File: config.mk
export PLATFORM = sky130hd
export DESIGN_NAME = hazard_scoreboard
export DESIGN_NICKNAME = d
export VERILOG_FILES = /design/src/rtl/hazard_pkg.sv /design/src/rtl/hazard_tag_fifo.sv /design/src/rtl/hazard_scoreboard.sv
export SDC_FILE = /design/constraint.sdc
export NUM_CORES = 1
export LEC_CHECK = 0
export CORE_MARGIN = 3
export CORE_UTILIZATION = 48
export DETAILED_ROUTE_END_ITERATION = 16
export PLACE_DENSITY_LB_ADDON = 0.25
export SYNTH_ARGS = -nofsm -noshare
export SYNTH_HDL_FRONTEND = slang
export SYNTH_SLANG_ARGS = --single-unit
File: constraint.sdc
create_clock -name clk -period 3.5 [get_ports clk]
set_clock_uncertainty 0.2 [all_clocks]
set_input_delay 0.525 -clock clk [delete_from_list [all_inputs] [get_ports clk]]
set_output_delay 0.525 -clock clk [all_outputs]
set_load 0.02 [all_outputs]
File: src/rtl/hazard_pkg.sv
// ---------------------------------------------------------------------------
// hazard_pkg
// Shared constants for the pipeline hazard scoreboard.
//   REG_ADDR_W_DEFAULT : default register index width (32 architectural regs)
//   CAUSE_*            : bit positions inside the one-hot stall_cause vector
//   CAUSE_W            : width of stall_cause
// ---------------------------------------------------------------------------
package hazard_pkg;

    localparam int REG_ADDR_W_DEFAULT = 5;

    localparam int CAUSE_LOAD_USE = 0;
    localparam int CAUSE_SB       = 1;
    localparam int CAUSE_FULL     = 2;
    localparam int CAUSE_DMEM     = 3;
    localparam int CAUSE_IMEM     = 4;
    localparam int CAUSE_W        = 5;

endpackage : hazard_pkg

File: src/rtl/hazard_tag_fifo.sv
// ---------------------------------------------------------------------------
// hazard_tag_fifo
// In-order FIFO of destination-register tags for outstanding loads.
// Circular read/write pointers wrap at DEPTH; an occupancy count gives
// full/empty. Illegal operations are dropped and flagged with a 1-cycle
// error pulse.
// Ports:
//   clk, rst_n           : clock, synchronous active-low reset
//   push, push_data      : enqueue a tag
//   pop                  : dequeue the head tag
//   head                 : current head tag (0 while empty)
//   full, empty          : occupancy status
//   push_err             : push while full without a simultaneous pop
//   pop_err              : pop while empty
// ---------------------------------------------------------------------------
module hazard_tag_fifo #(
    parameter int DEPTH = 2,
    parameter int WIDTH = 5
) (
    input  logic             clk,
    input  logic             rst_n,
    input  logic             push,
    input  logic [WIDTH-1:0] push_data,
    input  logic             pop,
    output logic [WIDTH-1:0] head,
    output logic             full,
    output logic             empty,
    output logic             push_err,
    output logic             pop_err
);

    localparam int PTR_W = (DEPTH > 1) ? $clog2(DEPTH) : 1;
    localparam int CNT_W = $clog2(DEPTH + 1);

    logic [WIDTH-1:0] mem [DEPTH];
    logic [PTR_W-1:0] wr_ptr;
    logic [PTR_W-1:0] rd_ptr;
    logic [CNT_W-1:0] count;
    logic             do_push;
    logic             do_pop;

    function automatic logic [PTR_W-1:0] ptr_next(input logic [PTR_W-1:0] ptr);
        return (ptr == PTR_W'(DEPTH - 1)) ? '0 : ptr + PTR_W'(1);
    endfunction

    assign full  = (count == CNT_W'(DEPTH));
    assign empty = (count == '0);

    // A pop frees the slot the push needs, so push+pop is legal when full.
    assign do_pop   = pop && !empty;
    assign do_push  = push && (!full || do_pop);
    assign push_err = push && !do_push;
    assign pop_err  = pop && empty;

    // Stale storage is hidden while empty so the head reads 0 after reset.
    assign head = empty ? '0 : mem[rd_ptr];

    // NOTE: sequential state uses non-blocking assignments so every flop
    // samples pre-edge values regardless of statement order.
    always_ff @(posedge clk) begin
        if (!rst_n) begin
            wr_ptr <= '0;
            rd_ptr <= '0;
            count  <= '0;
        end else begin
            if (do_push) wr_ptr <= ptr_next(wr_ptr);
            if (do_pop)  rd_ptr <= ptr_next(rd_ptr);
            case ({do_push, do_pop})
                2'b10:   count <= count + CNT_W'(1);
                2'b01:   count <= count - CNT_W'(1);
                default: count <= count;
            endcase
        end
    end

    // NOTE: the tag storage is deliberately not reset; valid-entry tracking
    // lives in the pointers/count, and the head output masks stale data.
    always_ff @(posedge clk) begin
        if (do_push) mem[wr_ptr] <= push_data;
    end

endmodule : hazard_tag_fifo

File: src/rtl/hazard_scoreboard.sv
// ---------------------------------------------------------------------------
// hazard_scoreboard
// Pipeline hazard unit with non-blocking load support. Combines the EX-stage
// load-use check with a register scoreboard and in-order load tag FIFO,
// resolves stall/flush priority (a taken branch kills the ID instruction),
// reports stall causes, keeps saturating performance counters and watches
// for missing load responses.
// Ports:
//   clk, rst_n                      : clock, synchronous active-low reset
//   rs1_id, rs2_id, rs1_used,
//   rs2_used, id_is_load, rd_id     : ID-stage instruction operands
//   memread_id_ex, rd_id_ex         : EX-stage load and its destination
//   load_issue, load_issue_rd       : load accepted by data memory
//   load_resp                       : in-order load data return
//   branch_taken                    : taken branch/jump resolved in EX
//   imem_ready, dmem_valid,
//   dmem_ready                      : memory handshakes
//   stall                           : hold PC and IF/ID
//   flush_if_id, flush_id_ex        : pipeline register flushes
//   load_resp_rd                    : writeback destination of load_resp
//   lq_full, lq_empty               : tag FIFO status
//   stall_cause                     : one-hot {imem, dmem, full, sb, load_use}
//   stall_cycles, flush_count       : saturating performance counters
//   proto_err, timeout_err          : sticky error flags
// ---------------------------------------------------------------------------
module hazard_scoreboard
    import hazard_pkg::*;
#(
    parameter int REG_ADDR_W      = REG_ADDR_W_DEFAULT,
    parameter int MAX_OUTSTANDING = 2,
    parameter int CNT_W           = 32,
    parameter int TIMEOUT_CYC     = 256
) (
    input  logic                  clk,
    input  logic                  rst_n,
    input  logic [REG_ADDR_W-1:0] rs1_id,
    input  logic [REG_ADDR_W-1:0] rs2_id,
    input  logic                  rs1_used,
    input  logic                  rs2_used,
    input  logic                  id_is_load,
    input  logic [REG_ADDR_W-1:0] rd_id,
    input  logic                  memread_id_ex,
    input  logic [REG_ADDR_W-1:0] rd_id_ex,
    input  logic                  load_issue,
    input  logic [REG_ADDR_W-1:0] load_issue_rd,
    input  logic                  load_resp,
    input  logic                  branch_taken,
    input  logic                  imem_ready,
    input  logic                  dmem_valid,
    input  logic                  dmem_ready,
    output logic                  stall,
    output logic                  flush_if_id,
    output logic                  flush_id_ex,
    output logic [REG_ADDR_W-1:0] load_resp_rd,
    output logic                  lq_full,
    output logic                  lq_empty,
    output logic [CAUSE_W-1:0]    stall_cause,
    output logic [CNT_W-1:0]      stall_cycles,
    output logic [CNT_W-1:0]      flush_count,
    output logic                  proto_err,
    output logic                  timeout_err
);

    localparam int NUM_REGS = 2 ** REG_ADDR_W;
    localparam int WD_W     = $clog2(TIMEOUT_CYC + 1);

    logic [NUM_REGS-1:0] sb;
    logic [WD_W-1:0]     wd_cnt;
    logic                push_err;
    logic                pop_err;
    logic                push_ok;
    logic                pop_ok;

    logic                load_use_haz;
    logic                rs1_sb_haz;
    logic                rs2_sb_haz;
    logic                sb_haz;
    logic                full_haz;
    logic                waw_haz;
    logic                imem_stall;
    logic                dmem_stall;
    logic [CAUSE_W-1:0]  cause;

    // ---------------- load tag FIFO ----------------
    hazard_tag_fifo #(
        .DEPTH (MAX_OUTSTANDING),
        .WIDTH (REG_ADDR_W)
    ) u_tag_fifo (
        .clk       (clk),
        .rst_n     (rst_n),
        .push      (load_issue),
        .push_data (load_issue_rd),
        .pop       (load_resp),
        .head      (load_resp_rd),
        .full      (lq_full),
        .empty     (lq_empty),
        .push_err  (push_err),
        .pop_err   (pop_err)
    );

    assign push_ok = load_issue && !push_err;
    assign pop_ok  = load_resp && !pop_err;

    // ---------------- hazard terms ----------------
    assign load_use_haz = memread_id_ex && (rd_id_ex != '0) &&
                          ((rs1_used && (rs1_id == rd_id_ex)) ||
                           (rs2_used && (rs2_id == rd_id_ex)));

    // A register whose load returns this cycle is forwarded, not stalled on.
    assign rs1_sb_haz = rs1_used && (rs1_id != '0) && sb[rs1_id] &&
                        !(load_resp && (load_resp_rd == rs1_id));
    assign rs2_sb_haz = rs2_used && (rs2_id != '0) && sb[rs2_id] &&
                        !(load_resp && (load_resp_rd == rs2_id));
    assign sb_haz     = rs1_sb_haz || rs2_sb_haz;

    assign full_haz   = id_is_load && lq_full && !load_resp;
    assign waw_haz    = id_is_load && (rd_id != '0) && sb[rd_id];
    assign imem_stall = !imem_ready;
    assign dmem_stall = dmem_valid && !dmem_ready;

    // Memory stalls always apply; ID-instruction hazards are dropped when a
    // taken branch is about to kill that instruction.
    // NOTE: every bit gets a default before conditional updates so the
    // block stays purely combinational.
    always_comb begin
        cause = '0;
        cause[CAUSE_IMEM] = imem_stall;
        cause[CAUSE_DMEM] = dmem_stall;
        if (!branch_taken) begin
            cause[CAUSE_LOAD_USE] = load_use_haz;
            cause[CAUSE_SB]       = sb_haz || waw_haz;
            cause[CAUSE_FULL]     = full_haz;
        end
    end

    assign stall_cause = cause;
    assign stall       = |cause;
    assign flush_if_id = branch_taken;

    // Scoreboard/FIFO bubbles are held back while a memory stall freezes the
    // whole pipe; the bubble would otherwise overwrite a frozen EX entry.
    assign flush_id_ex = branch_taken || cause[CAUSE_LOAD_USE] ||
                         ((cause[CAUSE_SB] || cause[CAUSE_FULL]) &&
                          !imem_stall && !dmem_stall);

    // ---------------- scoreboard ----------------
    // The set is written after the clear so a same-cycle set of the same
    // register wins. Register 0 is never marked.
    always_ff @(posedge clk) begin
        if (!rst_n) begin
            sb <= '0;
        end else begin
            if (pop_ok) sb[load_resp_rd] <= 1'b0;
            if (push_ok && (load_issue_rd != '0)) sb[load_issue_rd] <= 1'b1;
        end
    end

    // ---------------- performance counters ----------------
    always_ff @(posedge clk) begin
        if (!rst_n) begin
            stall_cycles <= '0;
            flush_count  <= '0;
        end else begin
            if (stall && (stall_cycles != '1))
                stall_cycles <= stall_cycles + CNT_W'(1);
            if (branch_taken && (flush_count != '1))
                flush_count <= flush_count + CNT_W'(1);
        end
    end

    // ---------------- error flags and watchdog ----------------
    always_ff @(posedge clk) begin
        if (!rst_n) begin
            proto_err   <= 1'b0;
            timeout_err <= 1'b0;
            wd_cnt      <= '0;
        end else begin
            if (push_err || pop_err) proto_err <= 1'b1;

            if (lq_empty || load_resp) begin
                wd_cnt <= '0;
            end else if (wd_cnt != WD_W'(TIMEOUT_CYC)) begin
                wd_cnt <= wd_cnt + WD_W'(1);
                if (wd_cnt == WD_W'(TIMEOUT_CYC - 1)) timeout_err <= 1'b1;
            end
        end
    end

endmodule : hazard_scoreboard

* After elaboration in Yosys (flattened, before gate mapping) *
Memory sizes are Yosys's and may differ from the RTL's. A register that Yosys moved wholly into a read port is not among the register bits.
Cells that the tools add are included.

word-level totals
  register bits = 111
  latch bits = 0
  bits in writable memories = 10
  ROM bits = 0
  bits of input ports = 37
  output and inout port bits = 81
  word-level logic and storage cells = 122
  memories = 1

memory list
  memory          words  width  read ports  clocked after memory_dff  write ports  line                   source
  u_tag_fifo.mem  2      5      1           1                         1            hazard_tag_fifo.sv:35  logic [WIDTH-1:0] mem [DEPTH];

operators by class
  add/sub/neg operators = 7
  $mul = 0
  divide/modulo/power cells = 0
  $lt $le $gt $ge = 7
  eq/ne operators = 11
  shift operators = 0
  multiplexer cells = 22
  bitwise operators = 5
  reduce and logical (&&, ||, !) cells = 60

operators with widths
  kind                                                               count
  2-to-1 mux 32 bit                                                  3
  adder 32 x 1 -> 32 bit, second input constant                      2
  != test 32 bit, second input constant                              2
  AND 32 bit                                                         1
  inverter 32 bit                                                    1
  OR 32 bit                                                          1
  logical AND 1 bit                                                  30
  less-than comparator 5 x 6 -> 1 bit, second input constant         5
  nonzero test 5 bit                                                 5
  == test 5 bit                                                      4
  binary-select mux 1 bit (select 5 bit)                             3
  zero test 1 bit                                                    11
  2-to-1 mux 1 bit                                                   11
  demux 1 bit (select 5 bit)                                         2
  greater-or-equal comparator 5 x 1 -> 1 bit, second input constant  2
  adder 9 x 1 -> 9 bit, second input constant                        1
  == test 9 x 8 -> 1 bit, second input constant                      1
  logical OR 1 bit                                                   9
  != test 9 bit, second input constant                               1
  2-to-1 mux 5 bit                                                   1
  OR reduction 5 bit                                                 1
  == test 2 bit, second input constant                               2
  case mux 2 bit (2 select lines)                                    1
  2-to-1 mux 3 bit                                                   1
  9 further kinds                                                    11

* Longest topological paths before layout *
  depth in word-level cells = 13
  gate-level depth with buffers = 14
  gate-level depth less buffers = 9

* Cells and area by module *
Synthesis repeated with hierarchy kept, for this count alone.

unflattened totals
  cell total of the unflattened synthesis = 784
  area total of the unflattened synthesis = 6681.4 µm²

by module, submodules not included
  module             times used  cells each  area each (µm²)  seq. area each (µm²)
  hazard_scoreboard  1           734         6058.3           2142.1
  hazard_tag_fifo    1           50          623.1            400.4

* Least setup slack after synthesis *
No wires, ideal clock.

  kind = input to output
  start = in rs2_id[0]
  end = out stall
  arrival time = 2.795 ns
  data required time = 2.775 ns
  path slack = -0.020 ns
  cell stages on the path = 11
  path buffers = 4
  cell sequence = buf_6 > mux4_2 > mux4_2 > nand2b_1 > o211a_2 > a211oi_4 > and2_1 > buf_4 > buf_6 > buf_6 > inv_1

between the ends
  word-level cells in the longest chain between the ends = 8
  elaborated cells on any way between the ends = 17
  those cells by class = 2 x eq/ne; 3 x mux; 12 x reduce/logical

RTL lines
  item                                                            line                                                source
  start, declared                                                 hazard_scoreboard.sv:37                             input logic [REG_ADDR_W-1:0] rs2_id,
  binary-select mux 1 bit (select 5 bit) (tied with other cells)  hazard_scoreboard.sv:112                            assign rs2_sb_haz = rs2_used && (rs2_id != '0) && sb[rs2_id] &&
  2-to-1 mux 1 bit (not written as such) (tied with other cells)  hazard_scoreboard.sv:112
  logical AND 1 bit / zero test 1 bit (equally long branches)     hazard_scoreboard.sv:112, hazard_scoreboard.sv:113
  logical AND 1 bit                                               hazard_scoreboard.sv:112
  logical OR 1 bit                                                hazard_scoreboard.sv:114                            assign sb_haz = rs1_sb_haz || rs2_sb_haz;
  logical OR 1 bit                                                hazard_scoreboard.sv:131                            cause[CAUSE_SB] = sb_haz || waw_haz;
  2-to-1 mux 3 bit *                                              hazard_scoreboard.sv:129                            if (!branch_taken) begin
  OR reduction 5 bit *                                            hazard_scoreboard.sv:137                            assign stall = |cause;
  end, declared                                                   hazard_scoreboard.sv:51                             output logic stall,

Mark *: on every way between the ends. The rest lies on a longest branch, timed or not. The select of a mux whose other input is x is not followed.

* Final worst setup path *
  start = in rs2_id[0]
  end = out flush_id_ex

between the ends
  word-level cells in the longest chain between the ends = 11
  elaborated cells on any way between the ends = 21
  those cells by class = 2 x eq/ne; 3 x mux; 16 x reduce/logical

RTL lines
  item                                                            line                                                source
  binary-select mux 1 bit (select 5 bit) (tied with other cells)  hazard_scoreboard.sv:112
  2-to-1 mux 1 bit (not written as such) (tied with other cells)  hazard_scoreboard.sv:112
  logical AND 1 bit / zero test 1 bit (equally long branches)     hazard_scoreboard.sv:112, hazard_scoreboard.sv:113
  logical AND 1 bit                                               hazard_scoreboard.sv:112
  logical OR 1 bit                                                hazard_scoreboard.sv:114
  logical OR 1 bit                                                hazard_scoreboard.sv:131
  2-to-1 mux 3 bit *                                              hazard_scoreboard.sv:129
  logical OR 1 bit                                                hazard_scoreboard.sv:143                            ((cause[CAUSE_SB] || cause[CAUSE_FULL]) &&
  logical AND 1 bit                                               hazard_scoreboard.sv:143
  logical AND 1 bit                                               hazard_scoreboard.sv:144                            !imem_stall && !dmem_stall);
  logical OR 1 bit *                                              hazard_scoreboard.sv:142                            assign flush_id_ex = branch_taken || cause[CAUSE_LOAD_USE] ||
  end, declared                                                   hazard_scoreboard.sv:53                             output logic flush_id_ex,

Marked as above.

==> impl_results.md <==
* Multi-input gate area at 3910 um^2
* Nets at about 1000
* CP arrival at around 2.8 ns
* CTS buffer count at 17
* Power Total at 3.55 mW
* Post-DP HPWL at about 14000 um
* Total GRT Usage at 0.259
* Detailed-route via count at around 6500
* CP required at approximately 2.8 ns
* Register Area at between 2000 and 3000 um^2
* Period Utilization, post-route at 0.992
* Starting density of the core at 0.497
* Met3 wire length at approximately 1800 um
* Logic pwr share at 0.120
* Pleak at around 3.3 nW
* Pin slew with the least headroom to its limit at about 1.0 ns
* Internal power at around 2.7 mW
* DR pass1 iterations at 6
* R2R Setup Slk at between 0.3 and 0.4 ns
* GP Congestion at 0.941
* Post-synth net total at 812
* Worst setup margin at 0.0274 ns
* Critical path, cell by cell: buf_6 > buf_6 > mux4_2 > mux4_2 > nand2b_4 > o211a_4 > a211oi_4 > inv_1 > nor2_1 > o211ai_1 > buf_4
* CTS root buf: clkbuf_16
* Die span in y at between 100 and 150 um
* Min Tclk post-route at between 3 and 4 ns
* WL final at between 15000 and 20000 um
* Vias per cell at between 5 and 6
* Worst Hold Class: register to register
* Switch share at 0.241
* Met2 WL at around 9300 um
* Final Util at 0.673
* Clock power frac at 0.470
* Largest net degree at the start of global routing at 91
* Global-route wire length before repair at slightly above 30000 um
* Die area at between 15000 and 20000 um^2
* Reg2reg end: stall_cycles[5]
* CP max-delay cell: mux4_2
* CTS clock-pin slew for the worst setup and hold paths at ~0.06 ns
* Highest clock rate at around 0.29 GHz
* Power density cells at slightly below 400 nW/um^2
* CP endpoint: flush_id_ex
* # IOs at around 120
* Startpoint types: input pin
* Slew Limit Fails at 0
* Vias in the first global route at between 6000 and 7000
* DR iter-0 viols at just over 400
* DRC Markers at 0
* Psw at ~0.86 mW
* Antenna cells at 0
* Avg WL per Cell at about 17 um
* Seq/Total Area, Yosys at 0.380
* Yosys cell types at 53
* Clk buf depth at 2
* Final setup viols at 0
* Met1 wire length at a little over 8000 um
* Top Layer Used: met4
* VDD IR-drop max at between 0.0003 and 0.0004 V
* Rel. slew slack at 0.320
* Maxcap violations at 0
* Port bufs at roughly 120
* Ys async rst share at 0
* Mean post-synth cell area at between 8 and 9 um^2
* Hold Vio Cnt, Final at 0
* CP Launch Point: rs2_id[0]
* Antenna Nets Post-Route at 0
* # rows at 42
* Aggregate global routing overflow at 0
* Post-synth EDFFs at 10
* Synthesis-stage register bit count at ~120
* Cell area after synthesis at between 6000 and 7000 um^2
* Place WS at -0.757 ns
* Synth area leader: dfxtp_1
* Setup CP Type: input pin to primary output
* Crit path max fanout at 5
* H-tree levels at 4
* Gate count of the mapped netlist at a little under 800
* Clk sinks at 122
* Nature of the critical path endpoint: primary output
* RSZ-0062 raised after global routing: yes
* Share of cells above drive strength 1 at 0.157
* CTS tree: done
* Max incr delay on CP at about 0.5 ns
* Area growth syn-to-layout at 35.4%
* Status: complete, no violations
* Yosys top cell area share at 0.335
* Reg2reg path depth at 9
* Die Wd at about 120 um
* CORE AREA at roughly 13000 um^2
* Initial antenna violation count at 0
* Synth warn at 0
* Fill count at about 1100
* Top post-synthesis cells by area: dfxtp_1 (34%), mux4_2 (6.1%), mux2i_1 (4.8%)
* Flop pwr share at 0.409
* Synth Flop Type: dfxtp_1
* Clock Latency Late Sink at 0.41 ns
* Reg-to-reg critical path startpoint: sb[22]
==> layer usage <==
| metal | track usage | up-vias |
|---|---|---|
| li1 | - | 3109 |
| met1 | 0.339 | 3091 |
| met2 | 0.418 | 292 |
| met3 | 0.0722 | 27 |
| met4 | 0.0787 | 0 |
| met5 | 0 | - |
==> power by group through the flow <==
stage	Sequential, mW	Combinational (mW)	Clock (mW)
after floorplan	1.48	0.226	0
after global placement	1.48	0.411	0
after detailed placement	1.48	0.419	0
after CTS	1.45	0.421	1.68
after global routing	1.45	0.460	1.76
final	1.45	0.426	1.67
==> stage by stage <==
step / hold slack (ns) / setup TNS (ns) / instance area (um^2) / std cells
finish: 0.275 / 0 / 9050 / 1125
global placement: 0.254 / -11.79 / 8420 / 1091
CTS: 0.280 / 0 / 9010 / 1124
global route: 0.308 / -0.0509 / 9050 / 1125
floorplan: 0.270 / 0 / 6690 / 770
detailed placement: 0.268 / -12.99 / 8420 / 1091
==> how the worst min path moves through the flow <==
stage / endpoint / from / cells after the start
6_report: proto_err / proto_err / 2
5_1_grt: stall_cycles[9] / stall_cycles[9] / 2
4_1_cts: proto_err / proto_err / 2
3_5_place_dp: proto_err / proto_err / 2
3_3_place_gp: proto_err / proto_err / 2
2_1_floorplan: sb[0] / sb[0] / 1
==> Yosys cell counts, types with 10 or more instances <==
cell	number
dfxtp_1	112
nand2_1	80
nor2_1	76
a21oi_1	57
o21ai_0	37
nand3_1	36
xnor2_1	33
mux2i_1	32
xor2_1	28
clkbuf_1	22
nand4_1	21
and3_1	18
mux4_2	18
inv_1	17
or4_1	17
o31ai_1	13
or3_1	13
nand2b_1	12
nor3_1	11
buf_2	10
edfxtp_1	10
==> final cells by class <==
class                           instances  area share
Clock inverter                          7     0.00705
Clock buffer                           25      0.0558
Sequential cell                       122       0.282
Timing Repair Buffer                  187       0.191
Tap cell                              176      0.0243
Multi-Input combinational cell        590       0.432
Inverter                               18     0.00746
==> sequential cells by signal, indices dropped and copies added (netlist names), named ones only <==
| signal | flops |
|---|---|
| stall_cycles | 32 |
| u_tag_fifo.wr_ptr | 1 |
| wd_cnt | 9 |
| u_tag_fifo.rd_ptr | 1 |
| u_tag_fifo.mem | 10 |
| timeout_err | 1 |
| flush_count | 32 |
| sb | 32 |
| u_tag_fifo.count | 2 |
| proto_err | 1 |
==> cell families (layout without fill, tap and decap cells) <==
| group | count (synthesis) | in the layout | synth area share |
|---|---|---|---|
| adders and majority gates | 5 | 5 | 0.00936 |
| AOI/OAI and AO/OA | 140 | 140 | 0.124 |
| xor gates and xnor gates | 61 | 61 | 0.0799 |
| DFF | 122 | 122 | 0.380 |
| buffers and inverters | 58 | 237 | 0.0412 |
| and+or+nand+nor | 331 | 331 | 0.252 |
| muxes | 53 | 53 | 0.114 |
==> worst max-delay path: cells and delay by family <==
kind,cells,cell delay (ns)
buffers and inverters,4,0.45
and+or+nand+nor,2,0.27
muxes,2,1.00
AOI/OAI and AO/OA,3,0.50
==> cells in the final DEF (no fill, tap or decap), types with 13 or more instances in the layout <==
master	netlist	routed
a21oi_1	57	57
or4_1	17	17
buf_4	4	66
mux2i_1	32	32
o21ai_0	37	37
mux4_2	18	18
clkdlybuf4s50_1	0	105
inv_1	17	17
clkbuf_16	0	17
dfxtp_1	112	102
xor2_1	28	28
o31ai_1	13	13
xnor2_1	33	33
and3_1	18	18
nand2_1	80	80
or3_1	13	13
nand3_1	36	36
nor2_1	76	74
nand4_1	21	21
==> what timing repair did <==
action,CTS,global route
buffers inserted,1,1
resized for setup,34,18
endpoints found under the setup margin,6,3
pin swaps,5,4
hold buffers,0,0
gates cloned,0,0
Power figures use the tool's default switching activity.
